### src/rtl/axi_ad6676_tx_pkg.sv
// Shared definitions for the AD6676 transmit packer.
//   - tx_state_t : link-side sequencing states (WAIT_LINK / FILL / RUN)
//   - lane_swap  : puts a {s1,s0} lane word into wire order, most significant octet first
//   - pn9_word / pn9_adv16 : PN9 (x^9 + x^5 + 1) test-pattern helpers, 16 bits per sample
// Ports: none (package).
package axi_ad6676_tx_pkg;

    localparam int unsigned SAMPLE_W = 16;
    localparam int unsigned LANE_W   = 2 * SAMPLE_W;
    localparam int unsigned TX_W     = 2 * LANE_W;

    localparam logic [8:0]  PN9_SEED  = 9'h1ff;
    // Feedback taps for x^9 + x^5 + 1 on a left-shifting register whose MSB is the output bit.
    localparam int unsigned PN9_TAP_A = 8;
    localparam int unsigned PN9_TAP_B = 4;

    typedef enum logic [1:0] {
        WAIT_LINK = 2'd0,
        FILL      = 2'd1,
        RUN       = 2'd2
    } tx_state_t;

    // Lane word {s1,s0} -> {s1[7:0], s1[15:8], s0[7:0], s0[15:8]}
    function automatic logic [LANE_W-1:0] lane_swap(input logic [LANE_W-1:0] w);
        return {w[23:16], w[31:24], w[7:0], w[15:8]};
    endfunction

    // Next 16 PN9 output bits starting from state s; first bit lands in the MSB.
    function automatic logic [SAMPLE_W-1:0] pn9_word(input logic [8:0] s);
        logic [8:0]          r;
        logic [SAMPLE_W-1:0] w;
        r = s;
        w = '0;
        for (int unsigned i = 0; i < SAMPLE_W; i++) begin
            w = {w[SAMPLE_W-2:0], r[PN9_TAP_A]};
            r = {r[7:0], r[PN9_TAP_A] ^ r[PN9_TAP_B]};
        end
        return w;
    endfunction

    // PN9 state after producing one 16-bit word.
    function automatic logic [8:0] pn9_adv16(input logic [8:0] s);
        logic [8:0] r;
        r = s;
        for (int unsigned i = 0; i < SAMPLE_W; i++) begin
            r = {r[7:0], r[PN9_TAP_A] ^ r[PN9_TAP_B]};
        end
        return r;
    endfunction

endpackage

### src/rtl/axi_ad6676_tx_fifo.sv
// Synchronous FIFO decoupling the DAC DMA from the JESD link layer.
// Ports:
//   clk, rst_n     clock, asynchronous active-low reset
//   flush          drops all contents (pointers and level to zero)
//   push, wdata    write request / data (accepted when not full, or when a pop frees a slot)
//   pop            read request (ignored when empty); rdata shows the current head
//   level          registered occupancy 0..2**AW
//   full, empty    derived from level
module axi_ad6676_tx_fifo #(
    parameter int unsigned AW = 4,
    parameter int unsigned DW = 64
) (
    input  logic          clk,
    input  logic          rst_n,
    input  logic          flush,
    input  logic          push,
    input  logic          pop,
    input  logic [DW-1:0] wdata,
    output logic [DW-1:0] rdata,
    output logic [AW:0]   level,
    output logic          full,
    output logic          empty
);

    localparam int unsigned DEPTH = 2 ** AW;

    logic [DW-1:0] mem [DEPTH];
    logic [AW-1:0] wr_ptr;
    logic [AW-1:0] rd_ptr;
    logic          do_push;
    logic          do_pop;

    // level never exceeds 2**AW, so its MSB alone marks full
    assign full    = level[AW];
    assign empty   = (level == '0);
    assign do_pop  = pop && !empty;
    assign do_push = push && (!full || do_pop);
    assign rdata   = mem[rd_ptr];

    always_ff @(posedge clk) begin
        if (do_push) begin
            mem[wr_ptr] <= wdata;
        end
    end

    always_ff @(posedge clk or negedge rst_n) begin
        if (!rst_n) begin
            wr_ptr <= '0;
            rd_ptr <= '0;
            level  <= '0;
        end else if (flush) begin
            wr_ptr <= '0;
            rd_ptr <= '0;
            level  <= '0;
        end else begin
            if (do_push) begin
                wr_ptr <= wr_ptr + AW'(1);
            end
            if (do_pop) begin
                rd_ptr <= rd_ptr + AW'(1);
            end
            unique case ({do_push, do_pop})
                2'b10:   level <= level + (AW+1)'(1);
                2'b01:   level <= level - (AW+1)'(1);
                default: level <= level;
            endcase
        end
    end

endmodule

### src/rtl/axi_ad6676_tx_pack.sv
// AD6676 transmit packer: buffers {ch1,ch0} DMA words in a FIFO, waits for the link, prefills
// to START_LEVEL, then streams octet-swapped 64-bit words to the JESD204 TX link layer.
// Underflows in RUN send an all-zero word, pulse dac_dunf and bump a saturating counter.
// Optional feature: define AXI_AD6676_TX_PN_EN to add dac_pn_sel, which replaces every sample
// with PN9 data while in RUN (FIFO still drains as usual).
// Ports:
//   tx_clk, tx_rstn            link clock, asynchronous active-low reset
//   dac_enable_0/1             channel enables; disabled lane carries zeros
//   dac_valid / dac_ready      DMA handshake; dac_data_0/1 = {sample1, sample0}
//   dac_pn_sel                 (AXI_AD6676_TX_PN_EN only) PN9 pattern select
//   tx_ready                   link consumes tx_data this cycle
//   tx_valid, tx_data          registered link word, lane1 = [63:32], lane0 = [31:0]
//   dac_dunf, dac_unf_count    underflow pulse / saturating count
//   fifo_level                 FIFO occupancy
module axi_ad6676_tx_pack
    import axi_ad6676_tx_pkg::*;
#(
    parameter int unsigned FIFO_AW     = 4,
    parameter int unsigned START_LEVEL = 8,
    parameter int unsigned UNF_CNT_W   = 16
) (
    input  logic                 tx_clk,
    input  logic                 tx_rstn,
    input  logic                 dac_enable_0,
    input  logic                 dac_enable_1,
    input  logic                 dac_valid,
    output logic                 dac_ready,
    input  logic [LANE_W-1:0]    dac_data_0,
    input  logic [LANE_W-1:0]    dac_data_1,
`ifdef AXI_AD6676_TX_PN_EN
    input  logic                 dac_pn_sel,
`endif
    input  logic                 tx_ready,
    output logic                 tx_valid,
    output logic [TX_W-1:0]      tx_data,
    output logic                 dac_dunf,
    output logic [UNF_CNT_W-1:0] dac_unf_count,
    output logic [FIFO_AW:0]     fifo_level
);

    localparam logic [FIFO_AW+1:0] START_L = (FIFO_AW+2)'(START_LEVEL);

    tx_state_t          state;
    logic               accept_en;
    logic               any_en;
    logic               full;
    logic               empty;
    logic               push;
    logic               pop;
    logic               link_go;
    logic               underflow;
    logic               fill_done;
    logic               enter_run;
    logic [FIFO_AW+1:0] level_after_push;
    logic [TX_W-1:0]    head;
    logic [LANE_W-1:0]  lane0_src;
    logic [LANE_W-1:0]  lane1_src;
    logic [LANE_W-1:0]  lane0;
    logic [LANE_W-1:0]  lane1;
    logic [TX_W-1:0]    pack_data;

    assign any_en    = dac_enable_0 || dac_enable_1;
    // accept_en keeps dac_ready low while in reset
    assign dac_ready = accept_en && !full && any_en;
    assign push      = dac_valid && dac_ready;

    assign link_go   = (state == RUN) && tx_ready && any_en;
    assign pop       = link_go && !empty;
    assign underflow = link_go && empty;

    // No pop happens in FILL, so the post-push occupancy is level + push.
    assign level_after_push = {1'b0, fifo_level} + {{(FIFO_AW+1){1'b0}}, push};
    assign fill_done        = (state == FILL) && (level_after_push >= START_L);
    assign enter_run        = fill_done && any_en;

    axi_ad6676_tx_fifo #(
        .AW (FIFO_AW),
        .DW (TX_W)
    ) u_fifo (
        .clk   (tx_clk),
        .rst_n (tx_rstn),
        .flush (!any_en),
        .push  (push),
        .pop   (pop),
        .wdata ({dac_data_1, dac_data_0}),
        .rdata (head),
        .level (fifo_level),
        .full  (full),
        .empty (empty)
    );

    always_ff @(posedge tx_clk or negedge tx_rstn) begin
        if (!tx_rstn) begin
            accept_en <= 1'b0;
        end else begin
            accept_en <= 1'b1;
        end
    end

`ifdef AXI_AD6676_TX_PN_EN
    // Four consecutive 16-bit PN words per link word: ch0 s0, ch0 s1, ch1 s0, ch1 s1.
    // PN state advances only on popped words, so underflow cycles do not consume pattern.
    logic [8:0]          pn_state;
    logic [8:0]          pn_s1;
    logic [8:0]          pn_s2;
    logic [8:0]          pn_s3;
    logic [8:0]          pn_s4;
    logic [SAMPLE_W-1:0] pn_w0;
    logic [SAMPLE_W-1:0] pn_w1;
    logic [SAMPLE_W-1:0] pn_w2;
    logic [SAMPLE_W-1:0] pn_w3;

    always_comb begin
        pn_s1 = pn9_adv16(pn_state);
        pn_s2 = pn9_adv16(pn_s1);
        pn_s3 = pn9_adv16(pn_s2);
        pn_s4 = pn9_adv16(pn_s3);
        pn_w0 = pn9_word(pn_state);
        pn_w1 = pn9_word(pn_s1);
        pn_w2 = pn9_word(pn_s2);
        pn_w3 = pn9_word(pn_s3);
    end

    always_ff @(posedge tx_clk or negedge tx_rstn) begin
        if (!tx_rstn) begin
            pn_state <= PN9_SEED;
        end else if (enter_run) begin
            pn_state <= PN9_SEED;
        end else if (pop && dac_pn_sel) begin
            pn_state <= pn_s4;
        end
    end

    always_comb begin
        lane0_src = head[LANE_W-1:0];
        lane1_src = head[TX_W-1:LANE_W];
        if (dac_pn_sel) begin
            lane0_src = {pn_w1, pn_w0};
            lane1_src = {pn_w3, pn_w2};
        end
    end
`else
    always_comb begin
        lane0_src = head[LANE_W-1:0];
        lane1_src = head[TX_W-1:LANE_W];
    end
`endif

    always_comb begin
        lane0 = '0;
        lane1 = '0;
        if (dac_enable_0) begin
            lane0 = lane_swap(lane0_src);
        end
        if (dac_enable_1) begin
            lane1 = lane_swap(lane1_src);
        end
        pack_data = {lane1, lane0};
    end

    // Sequencer; tx_valid is registered alongside the state so it equals (state == RUN).
    always_ff @(posedge tx_clk or negedge tx_rstn) begin
        if (!tx_rstn) begin
            state    <= WAIT_LINK;
            tx_valid <= 1'b0;
        end else if (!any_en) begin
            state    <= WAIT_LINK;
            tx_valid <= 1'b0;
        end else begin
            unique case (state)
                WAIT_LINK: begin
                    if (tx_ready) begin
                        state <= FILL;
                    end
                end
                FILL: begin
                    if (fill_done) begin
                        state    <= RUN;
                        tx_valid <= 1'b1;
                    end
                end
                RUN: begin
                    if (!tx_ready) begin
                        state    <= WAIT_LINK;
                        tx_valid <= 1'b0;
                    end
                end
                default: begin
                    state    <= WAIT_LINK;
                    tx_valid <= 1'b0;
                end
            endcase
        end
    end

    // Link word, underflow pulse and saturating underflow counter.
    always_ff @(posedge tx_clk or negedge tx_rstn) begin
        if (!tx_rstn) begin
            tx_data       <= '0;
            dac_dunf      <= 1'b0;
            dac_unf_count <= '0;
        end else begin
            dac_dunf <= underflow;
            if (underflow) begin
                tx_data <= '0;
                if (dac_unf_count != '1) begin
                    dac_unf_count <= dac_unf_count + UNF_CNT_W'(1);
                end
            end else if (pop) begin
                tx_data <= pack_data;
            end
        end
    end

endmodule

### config.mk
export PLATFORM = sky130hd
export DESIGN_NAME = axi_ad6676_tx_pack
export DESIGN_NICKNAME = d
export VERILOG_FILES = /design/src/rtl/axi_ad6676_tx_pkg.sv /design/src/rtl/axi_ad6676_tx_fifo.sv /design/src/rtl/axi_ad6676_tx_pack.sv
export SDC_FILE = /design/constraint.sdc
export NUM_CORES = 1
export LEC_CHECK = 0
export ABC_CLOCK_PERIOD_IN_PS = 23800
export CAP_MARGIN = 25
export CORE_AREA = 2 2 315 255
export DETAILED_ROUTE_END_ITERATION = 8
export DIE_AREA = 0 0 317 257
export GPL_ROUTABILITY_DRIVEN = 0
export PLACE_DENSITY = 0.73
export SETUP_SLACK_MARGIN = 0.05
export SYNTH_ARGS = -nofsm -noshare
export SYNTH_HDL_FRONTEND = slang
export SYNTH_HIERARCHICAL = 1
export SYNTH_SLANG_ARGS = --single-unit
### constraint.sdc
create_clock -name tx_clk -period 23.8 [get_ports tx_clk]
set_clock_uncertainty 0.2 [all_clocks]
set_input_delay 2.38 -clock tx_clk [delete_from_list [all_inputs] [get_ports tx_clk]]
set_output_delay 2.38 -clock tx_clk [all_outputs]
set_load 0.005 [all_outputs]
==> impl_metrics.json, run 1 <==
{
  "holdBufCountCts": 0,
  "rsz0062_at_grt": "false",
  "synth.distinct_cells": 52,
  "maxCapViolCount": 0,
  "synth_xor_area_share_pct": 0.471,
  "die_area_sq_mm": 0.0815,
  "grt_start_max_net_pins": 150,
  "mostFrequentLayoutCell": "edfxtp_1",
  "crit_type": "in2out",
  "syn_inst": 1782,
  "row_count": 92,
  "tritoncts": "built",
  "drtIter0Drc": 2127,
  "arrival_ns": 3.93,
  "clock_path_buffers": 3,
  "slew_violations": 0,
  "cp-end-kind": "output port",
  "slew_headroom_pct": 31.5,
  "fin_crit_sh_pct": 27.4,
  "antenna_found_initial": 8,
  "cts_setup_buffers": 0,
  "path_max_fanout": 20,
  "ys_ff_latch": 1122,
  "synthMuxAreaShare_pct": 17.0,
  "start_util_pct": 54.7,
  "synthToLayoutAreaGrowth_pct": 14.7,
  "cts.sinks": 1122,
  "setup_viol": 0,
  "start_kind": "input port",
  "clkLatencyLatePin_ns": 0.67,
  "nets": 2069,
  "dpl.cell_count": 2914,
  "io-pin-count": 158,
  "ant_nets": 0,
  "hp-class": "reg2reg",
  "viasPerCell": 6.26,
  "fillers": 5004,
  "drtPass1Iterations": 5,
  "synth_flop_cell": "edfxtp_1",
  "min_period_ns": 6.51,
  "vias": 19480,
  "most-common-layout-cells": "edfxtp_1, mux4_2, clkdlybuf4s50_1",
  "syn-cell-area_sq_mm": 0.0428,
  "synth_top_family_by_area": "multiplexers",
  "fin_setup_tns_ns": 0,
  "synth_edf_count": 1024,
  "die_x_um": 317,
  "core_sq_mm": 0.0782,
  "cts_buffers": 103,
  "power.leakage_nw": 15.4,
  "hold_viol_final": 0,
  "wl_mm": 88.9,
  "syn_avg_cell_area_sq_um": 24.0,
  "yosys_warnings": 6,
  "ff_latch_area_sq_mm": 0.0332,
  "cts_root_buf": "clkbuf_16",
  "max_freq_ghz": 0.154,
  "hpwl_mm": 47.2,
  "die_h_um": 257,
  "htreeDepth": 3,
  "power_density_mw_per_mm2": 86.8,
  "multi_input_area_sq_mm": 0.00903,
  "ir_drop_mv": 0.0648,
  "r2r_start": "state[0]",
  "route.detailed.drc": 0,
  "grt.overflow.total": 0,
  "worstHoldStart": "tx_data[42]",
  "path_clk_slew_ns": 0.06,
  "grt_usage_pct": 22.2,
  "outcome": "finished, final reports clean",
  "grt_pass1_vias": 20213,
  "synth_nets": 1862,
  "drive_gt1_share_pct": 26.0,
  "port_buffers": 157,
  "yosys.area_share.simple_pct": 1.50,
  "synth_adder_area_share_pct": 0.293,
  "instances_no_fill": 3114,
  "grt_pass1_wl_mm": 132,
  "critPathLaunch": "dac_enable_0",
  "cp_data_required_time_ns": 21.22,
  "worst_pin_slew_ns": 1.03,
  "synth-async-reset-ratio_pct": 8.73,
  "ctsResizeCount": 0,
  "synth-compound-area-share_pct": 1.69,
  "avgRoutedWirePerCell_um": 28.6,
  "seq_area_frac_synth_pct": 77.7
}
-- layer usage --
layer,GRT usage (%),vias up,part of all wire (%)
met3,4.21,131,7.6
met2,35.0,790,50
met4,5.23,8,1.8
met1,32.7,10507,41
li1,-,8044,-
met5,0,-,0.057
-- sequential cells by signal, indices dropped and copies added (netlist names) --
register	cells
u_fifo/level	5
tx_valid	1
dac_dunf	1
u_fifo/rd_ptr	4
dac_unf_count	16
u_fifo/mem	1024
accept_en	1
tx_data	64
u_fifo/wr_ptr	4
state	2
-- path summary, 6_finish.rpt --
| path | to | slack (ns) | cells after the start |
|---|---|---|---|
| min in group asynchronous | tx_data[2] | 1.51 | 1 |
| setup / recovery | dac_ready | 17.29 | 5 |
| setup reg to reg | u_fifo/mem[6][17] | 19.15 | 10 |
| max in group asynchronous | u_fifo/rd_ptr[0] | 20.92 | 3 |
| hold reg to reg | tx_data[42] | 0.30 | 1 |
| hold / removal | tx_data[42] | 0.30 | 1 |
-- Yosys cell counts (2+ instances only) --
cell	n	area [sq um]
inv_1	12	45.0
nand3_1	7	35.0
dfrtp_1	98	2450
nor4_2	2	25.0
clkbuf_1	34	128
a21oi_1	5	25.0
mux2i_1	3	30.0
edfxtp_1	1024	30700
nor4_1	6	37.5
buf_6	25	282
ha_1	10	125
buf_2	16	80.1
nor3b_2	2	25.0
a21o_1	2	15.0
mux4_2	320	7210
buf_1	17	63.8
nor3_1	4	20.0
a22o_1	64	561
xnor2_1	10	87.6
and4_1	2	17.5
nor3b_1	3	22.5
o21ai_0	4	20.0
and2_1	10	62.6
a211oi_1	2	15.0
nor4b_2	2	30.0
xor2_1	13	114
nand2_1	20	75.1
nand4_1	10	62.6
nor2b_1	2	12.5
buf_4	2	15.0
nand2b_1	2	12.5
nor2_1	26	97.6
and3_1	4	25.0
-- per-stage QoR --
step / hold WS, ns / area (sq um) / power, mW / util (%) / setup WS [ns]
2_1_floorplan: 0.296 / 42800 / 2.47 / - / 13.19
3_3_place_gp: 0.289 / 45400 / 2.64 / 58.1 / 16.36
3_5_place_dp: 0.293 / 45600 / 2.65 / 58.3 / 16.23
4_1_cts: 0.310 / 49000 / 4.29 / 62.6 / 16.89
5_1_grt: 0.322 / 49000 / 4.40 / 62.7 / 17.06
6_report: 0.304 / 49000 / 4.26 / 62.7 / 17.29
-- cell families (layout without fill, tap and decap cells) --
logic type / Yosys count / count (layout)
and+or+nand+nor: 110 / 110
other: 1 / 4
adders and majority gates: 10 / 10
xor gates and xnor gates: 23 / 23
buffers and inverters: 106 / 401
AOI/OAI and AO/OA: 86 / 86
DFF: 1122 / 1122
muxes: 324 / 324
-- final cells by class --
type / count / area share, %
antenna: 3 / 0.0153
clock buffer: 137 / 5.79
clock inverter: 56 / 1.15
inverter: 12 / 0.0919
multi-input combinational: 554 / 18.4
sequential: 1122 / 67.7
tap: 1034 / 2.64
timing repair buffer: 196 / 4.17
-- critical path, cell delays in order --
cell and delay (ns):
clkdlybuf4s50_1 0.49, nor2_1 0.05, buf_4 0.20, nor3b_1 0.26
clkdlybuf4s50_1 0.55
-- report_power, final --
part           leakage, nW  total [mW]  internal (mW)  switching, mW
clock network         1.67        1.65          0.949          0.703
logic                 3.20       0.336          0.194          0.142
registers             10.5        2.27           2.22         0.0498
Power figures use the tool's default switching activity.
==> run 2: changes to the inputs <==
--- a/config.mk
+++ b/config.mk
@@ -5,13 +5,13 @@
 export SDC_FILE = /design/constraint.sdc
 export NUM_CORES = 1
 export LEC_CHECK = 0
-export ABC_CLOCK_PERIOD_IN_PS = 23800
+export ABC_CLOCK_PERIOD_IN_PS = 5900
 export CAP_MARGIN = 25
 export CORE_AREA = 2 2 315 255
 export DETAILED_ROUTE_END_ITERATION = 8
 export DIE_AREA = 0 0 317 257
 export GPL_ROUTABILITY_DRIVEN = 0
-export PLACE_DENSITY = 0.73
+export PLACE_DENSITY = 0.75
 export SETUP_SLACK_MARGIN = 0.05
 export SYNTH_ARGS = -nofsm -noshare
 export SYNTH_HDL_FRONTEND = slang
==> constraint.sdc (replaced) <==
create_clock -name tx_clk -period 5.9 [get_ports tx_clk]
set_clock_uncertainty 0.2 [all_clocks]
set_input_delay 0.59 -clock tx_clk [delete_from_list [all_inputs] [get_ports tx_clk]]
set_output_delay 0.59 -clock tx_clk [all_outputs]
set_load 0.005 [all_outputs]
==> impl_metrics.json, run 2 (same netlist as run 1, synthesis figures left out) <==
{
  "die_area_sq_mm": 0.0815,
  "port_buffers": 157,
  "hp-class": "reg2reg",
  "core_sq_mm": 0.0782,
  "power.leakage_nw": 15.5,
  "most-common-layout-cells": "edfxtp_1, mux4_2, clkdlybuf4s50_1",
  "drtIter0Drc": 2060,
  "route.detailed.drc": 0,
  "hpwl_mm": 47.6,
  "grt_start_max_net_pins": 98,
  "path_clk_slew_ns": 0.06,
  "combPwrFrac_pct": 8.0,
  "cp_data_required_time_ns": 5.99,
  "multi_input_area_sq_mm": 0.00906,
  "endpoint": "u_fifo/mem[15][52]",
  "critPathLaunch": "u_fifo/level[1]",
  "ff_latch_area_sq_mm": 0.0332,
  "wl_mm": 90.6,
  "top_register": "u_fifo/mem",
  "die_x_um": 317,
  "seq_power_share_pct": 52.9,
  "dpl.cell_count": 2921,
  "mostFrequentLayoutCell": "edfxtp_1",
  "setup_viol": 0,
  "reg2reg_slack_ns": 1.81,
  "start_kind": "flop",
  "antenna_found_initial": 1,
  "row_count": 92,
  "clockPowerShare_pct": 39.1,
  "drtPass1Iterations": 5,
  "arrival_ns": 4.18,
  "largest_reg_flops": 1024,
  "grt_usage_pct": 22.6,
  "slew_violations": 0,
  "maxCapViolCount": 0,
  "avgRoutedWirePerCell_um": 29.1,
  "ir_drop_mv": 0.269,
  "io-pin-count": 158,
  "fin_setup_tns_ns": 0,
  "die_h_um": 257,
  "r2r_start": "u_fifo/level[1]",
  "clock_path_buffers": 3,
  "max_freq_ghz": 0.245,
  "largestRegisters": "u_fifo/mem (1024), tx_data (64), dac_unf_count (16)",
  "rsz0062_at_grt": "false",
  "htreeDepth": 3,
  "grt_pass1_vias": 20533,
  "outcome": "finished, final reports clean",
  "intPower_mw": 13.6,
  "fin_crit_sh_pct": 69.3,
  "nets": 2076,
  "tritoncts": "built",
  "clkLatencyLatePin_ns": 0.68,
  "instances_no_fill": 3116,
  "drive_gt1_share_pct": 26.8,
  "cts_root_buf": "clkbuf_16",
  "start_util_pct": 54.7,
  "preCtsSetupSlack_ns": 1.37,
  "cp-end-kind": "flop",
  "grt_pass1_wl_mm": 135,
  "diodes": 0,
  "worst_pin_slew_ns": 1.00,
  "min_period_ns": 4.09,
  "ant_nets": 0,
  "synthToLayoutAreaGrowth_pct": 14.9,
  "vias": 19734,
  "fillers": 4947,
  "grt.overflow.total": 0,
  "power_density_mw_per_mm2": 351,
  "p_switching_mw": 3.66,
  "setup_slack_ns": 1.81,
  "hold_viol_final": 0,
  "cts.sinks": 1122,
  "reg2reg_depth": 8,
  "worst_hold_slack_ns": 0.302,
  "switching_share_pct": 21.2,
  "slew_headroom_pct": 33.1,
  "path_max_fanout": 41,
  "r2r_end": "u_fifo/mem[15][52]",
  "cts_buffers": 102,
  "viasPerCell": 6.33,
  "ctsResizeCount": 0,
  "post-route-util_pct": 62.8,
  "crit_type": "reg2reg"
}
run 2: cell count changes in the layout (fill, tap and decap cells not counted), moves of 3 or more:
cell	previous run	this run
clkbuf_1	23	20
nor4_2	6	2
buf_4	28	38
clkinv_1	22	10
clkbuf_8	9	12
clkinv_2	16	25
nor4_4	1	5
diode_2	3	0
buf_16	6	3
run 2: worst min-delay path by stage:
stage | from | to | slack (ns) | depth (start not counted)
floorplan | tx_rstn | accept_en | 0.09 | 0
global placement | tx_data[38] | tx_data[38] | 0.29 | 1
detailed placement | tx_data[56] | tx_data[56] | 0.29 | 1
CTS | tx_data[29] | tx_data[29] | 0.31 | 1
global route | tx_data[37] | tx_data[37] | 0.32 | 1
finish | tx_data[1] | tx_data[1] | 0.30 | 1
run 2: power by group through the flow:
stage,clock [mW],combinational [mW],sequential (mW)
after floorplan,0,0.667,9.27
after global placement,0,1.35,9.29
after detailed placement,0,1.38,9.30
after CTS,6.86,1.40,9.13
after global routing,7.14,1.48,9.16
final,6.75,1.38,9.13
run 2: timing repair:
| item | in CTS | in global routing |
|---|---|---|
| setup buffers | 0 | 0 |
| hold buffers | 1 | 0 |
| endpoints found under the hold margin | 56 | 0 |
run 2: metrics by stage:
step           power, mW  cell area [sq um]
2_1_floorplan       9.94              42800
5_1_grt             17.8              49100
6_report            17.3              49100
4_1_cts             17.4              49000
3_3_place_gp        10.6              45600
3_5_place_dp        10.7              45600
run 2: metal layers:
layer,GRT usage [%],part of all wire (%),vias up
met3,3.76,7.1,139
met2,35.8,49,849
li1,-,-,8029
met4,5.65,2.0,2
met1,33.4,41,10715
met5,0,0.013,-
run 2: final cells by class:
class | instances | area share [%]
flip-flops and latches | 1122 | 67.6
multi-input cells | 554 | 18.5
well taps | 1034 | 2.63
clock buffers | 135 | 5.74
inverters | 12 | 0.0917
repair buffers | 204 | 4.19
clock inverters | 55 | 1.26
run 2: critical path, cell delays in order (launching register included):
cell      delay (ns)
dfrtp_1         0.51
or4_1           0.30
nor2_1          0.20
nor2_1          0.41
inv_1           0.15
a21boi_1        0.56
nand3_1         0.45
nor2_4          0.22
buf_4           0.64
==> run 3: changes to the inputs <==
--- a/config.mk
+++ b/config.mk
@@ -5,13 +5,13 @@
 export SDC_FILE = /design/constraint.sdc
 export NUM_CORES = 1
 export LEC_CHECK = 0
-export ABC_CLOCK_PERIOD_IN_PS = 5900
+export ABC_CLOCK_PERIOD_IN_PS = 4100
 export CAP_MARGIN = 25
 export CORE_AREA = 2 2 315 255
 export DETAILED_ROUTE_END_ITERATION = 8
 export DIE_AREA = 0 0 317 257
 export GPL_ROUTABILITY_DRIVEN = 0
-export PLACE_DENSITY = 0.75
+export PLACE_DENSITY = 0.73
 export SETUP_SLACK_MARGIN = 0.05
 export SYNTH_ARGS = -nofsm -noshare
 export SYNTH_HDL_FRONTEND = slang
==> constraint.sdc (replaced) <==
create_clock -name tx_clk -period 4.1 [get_ports tx_clk]
set_clock_uncertainty 0.2 [all_clocks]
set_input_delay 0.41 -clock tx_clk [delete_from_list [all_inputs] [get_ports tx_clk]]
set_output_delay 0.41 -clock tx_clk [all_outputs]
set_load 0.005 [all_outputs]
==> impl_metrics.json, run 3 (same netlist as run 1, synthesis figures left out) <==
{
  "outcome": "finished, final reports clean",
  "critPathBufInv": 2,
  "die_x_um": 317,
  "ir_drop_mv": 0.383,
  "grt_usage_pct": 23.0,
  "wl_mm": 91.0,
  "power.leakage_nw": 15.6,
  "max_freq_ghz": 0.287,
  "holdBufCountCts": 1,
  "vias": 19804,
  "crit_family": "simple AND/OR/NAND/NOR gates",
  "fin_setup_tns_ns": 0,
  "avgRoutedWirePerCell_um": 29.0,
  "row_count": 92,
  "route.detailed.drc": 0,
  "core_sq_mm": 0.0782,
  "endpoint": "u_fifo/mem[15][15]",
  "reg2reg_depth": 7,
  "grt.overflow.total": 0,
  "clock_path_buffers": 3,
  "crit_cells": 7,
  "slew_violations": 0,
  "grt_start_max_net_pins": 68,
  "min_period_ns": 3.49,
  "path_clk_slew_ns": 0.07,
  "cp_data_required_time_ns": 4.25,
  "cp-end-kind": "flop",
  "start_kind": "flop",
  "nets": 2097,
  "top_register": "u_fifo/mem",
  "io-pin-count": 158,
  "tritoncts": "built",
  "port_buffers": 157,
  "max_stage_delay_ns": 0.59,
  "largest_reg_flops": 1024,
  "setup_viol": 0,
  "path_max_fanout": 13,
  "maxCapViolCount": 0,
  "hp-class": "in2async",
  "largestRegisters": "u_fifo/mem (1024), tx_data (64), dac_unf_count (16)",
  "drtPass1Iterations": 5,
  "slew_headroom_pct": 32.6,
  "cp_common_cell": "buf_4",
  "crit_type": "reg2reg",
  "drive_gt1_share_pct": 27.3,
  "htreeDepth": 3,
  "arrival_ns": 3.64,
  "hpwl_mm": 51.3,
  "ant_nets": 0,
  "slowest_stage": "nor2_4",
  "start_util_pct": 54.7,
  "drtIter0Drc": 2306,
  "r2r_start": "u_fifo/level[4]",
  "fin_crit_sh_pct": 85.0,
  "power_density_mw_per_mm2": 504,
  "viasPerCell": 6.30,
  "worst_pin_slew_ns": 1.01,
  "ctsResizeCount": 0,
  "cts_setup_buffers": 0,
  "synthToLayoutAreaGrowth_pct": 16.1,
  "rsz0062_at_grt": "false",
  "cts_root_buf": "clkbuf_16",
  "path_cells": "nor3b_1, and2_1, a21boi_1, buf_4, nand3_1, nor2_4, buf_4",
  "r2r_end": "u_fifo/mem[15][15]",
  "grt_pass1_wl_mm": 137,
  "mostFrequentLayoutCell": "edfxtp_1",
  "hold_viol_final": 0,
  "grt_pass1_vias": 20615,
  "antenna_found_initial": 2,
  "die_h_um": 257,
  "reg2reg_slack_ns": 0.61,
  "clkLatencyLatePin_ns": 0.70,
  "cts.sinks": 1122,
  "die_area_sq_mm": 0.0815,
  "worst_hold_slack_ns": 0.0383,
  "most-common-layout-cells": "edfxtp_1, mux4_2, clkdlybuf4s50_1",
  "critPathLaunch": "u_fifo/level[4]",
  "cts_buffers": 104
}
-- run 3: stage by stage --
stage	instances	utilization (%)	instance area [sq um]	setup WS, ns	power, mW
floorplan	1782	-	42900	-0.151	14.3
finish	3143	63.5	49600	0.614	25.0
global placement	2944	59.0	46100	0.319	15.4
detailed placement	2944	59.0	46100	0.213	15.4
CTS	3142	63.5	49600	0.639	25.2
global route	3142	63.5	49600	0.405	25.8
-- run 3: layer usage --
layer | vias to the layer above | wire length, um | GRT usage [%] | part of all wire, %
met1 | 10616 | 37500 | 34.6 | 41
met2 | 932 | 43800 | 35.2 | 48
met5 | - | 0 | 0 | 0
met4 | 0 | 1970 | 5.78 | 2.2
li1 | 8102 | - | - | -
met3 | 154 | 7680 | 4.48 | 8.4
-- run 3: report_power, final --
group,internal [mW],switching (mW)
clock,5.64,4.18
sequential,12.9,0.279
combinational,1.16,0.884
total,19.7,5.34
-- run 3: worst min-delay path by stage --
stage	end	slack, ns	cells past startpoint
after floorplan	accept_en	-0.09	0
after global placement	u_fifo/level[3]	0.22	1
after CTS	dac_unf_count[8]	0.03	2
after global routing	dac_unf_count[8]	0.06	2
after detailed placement	u_fifo/level[1]	0.22	1
final	dac_unf_count[8]	0.04	2
-- run 3: final cells by class --
class / instances / area, sq um
Timing Repair Buffer: 223 / 2490
Clock buffer: 131 / 2730
Inverter: 12 / 45.0
Clock inverter: 66 / 762
Sequential cell: 1122 / 33200
Multi-Input combinational cell: 554 / 9090
Tap cell: 1034 / 1290
Fill cell: 4917 / 28500
Antenna cell: 1 / 2.50
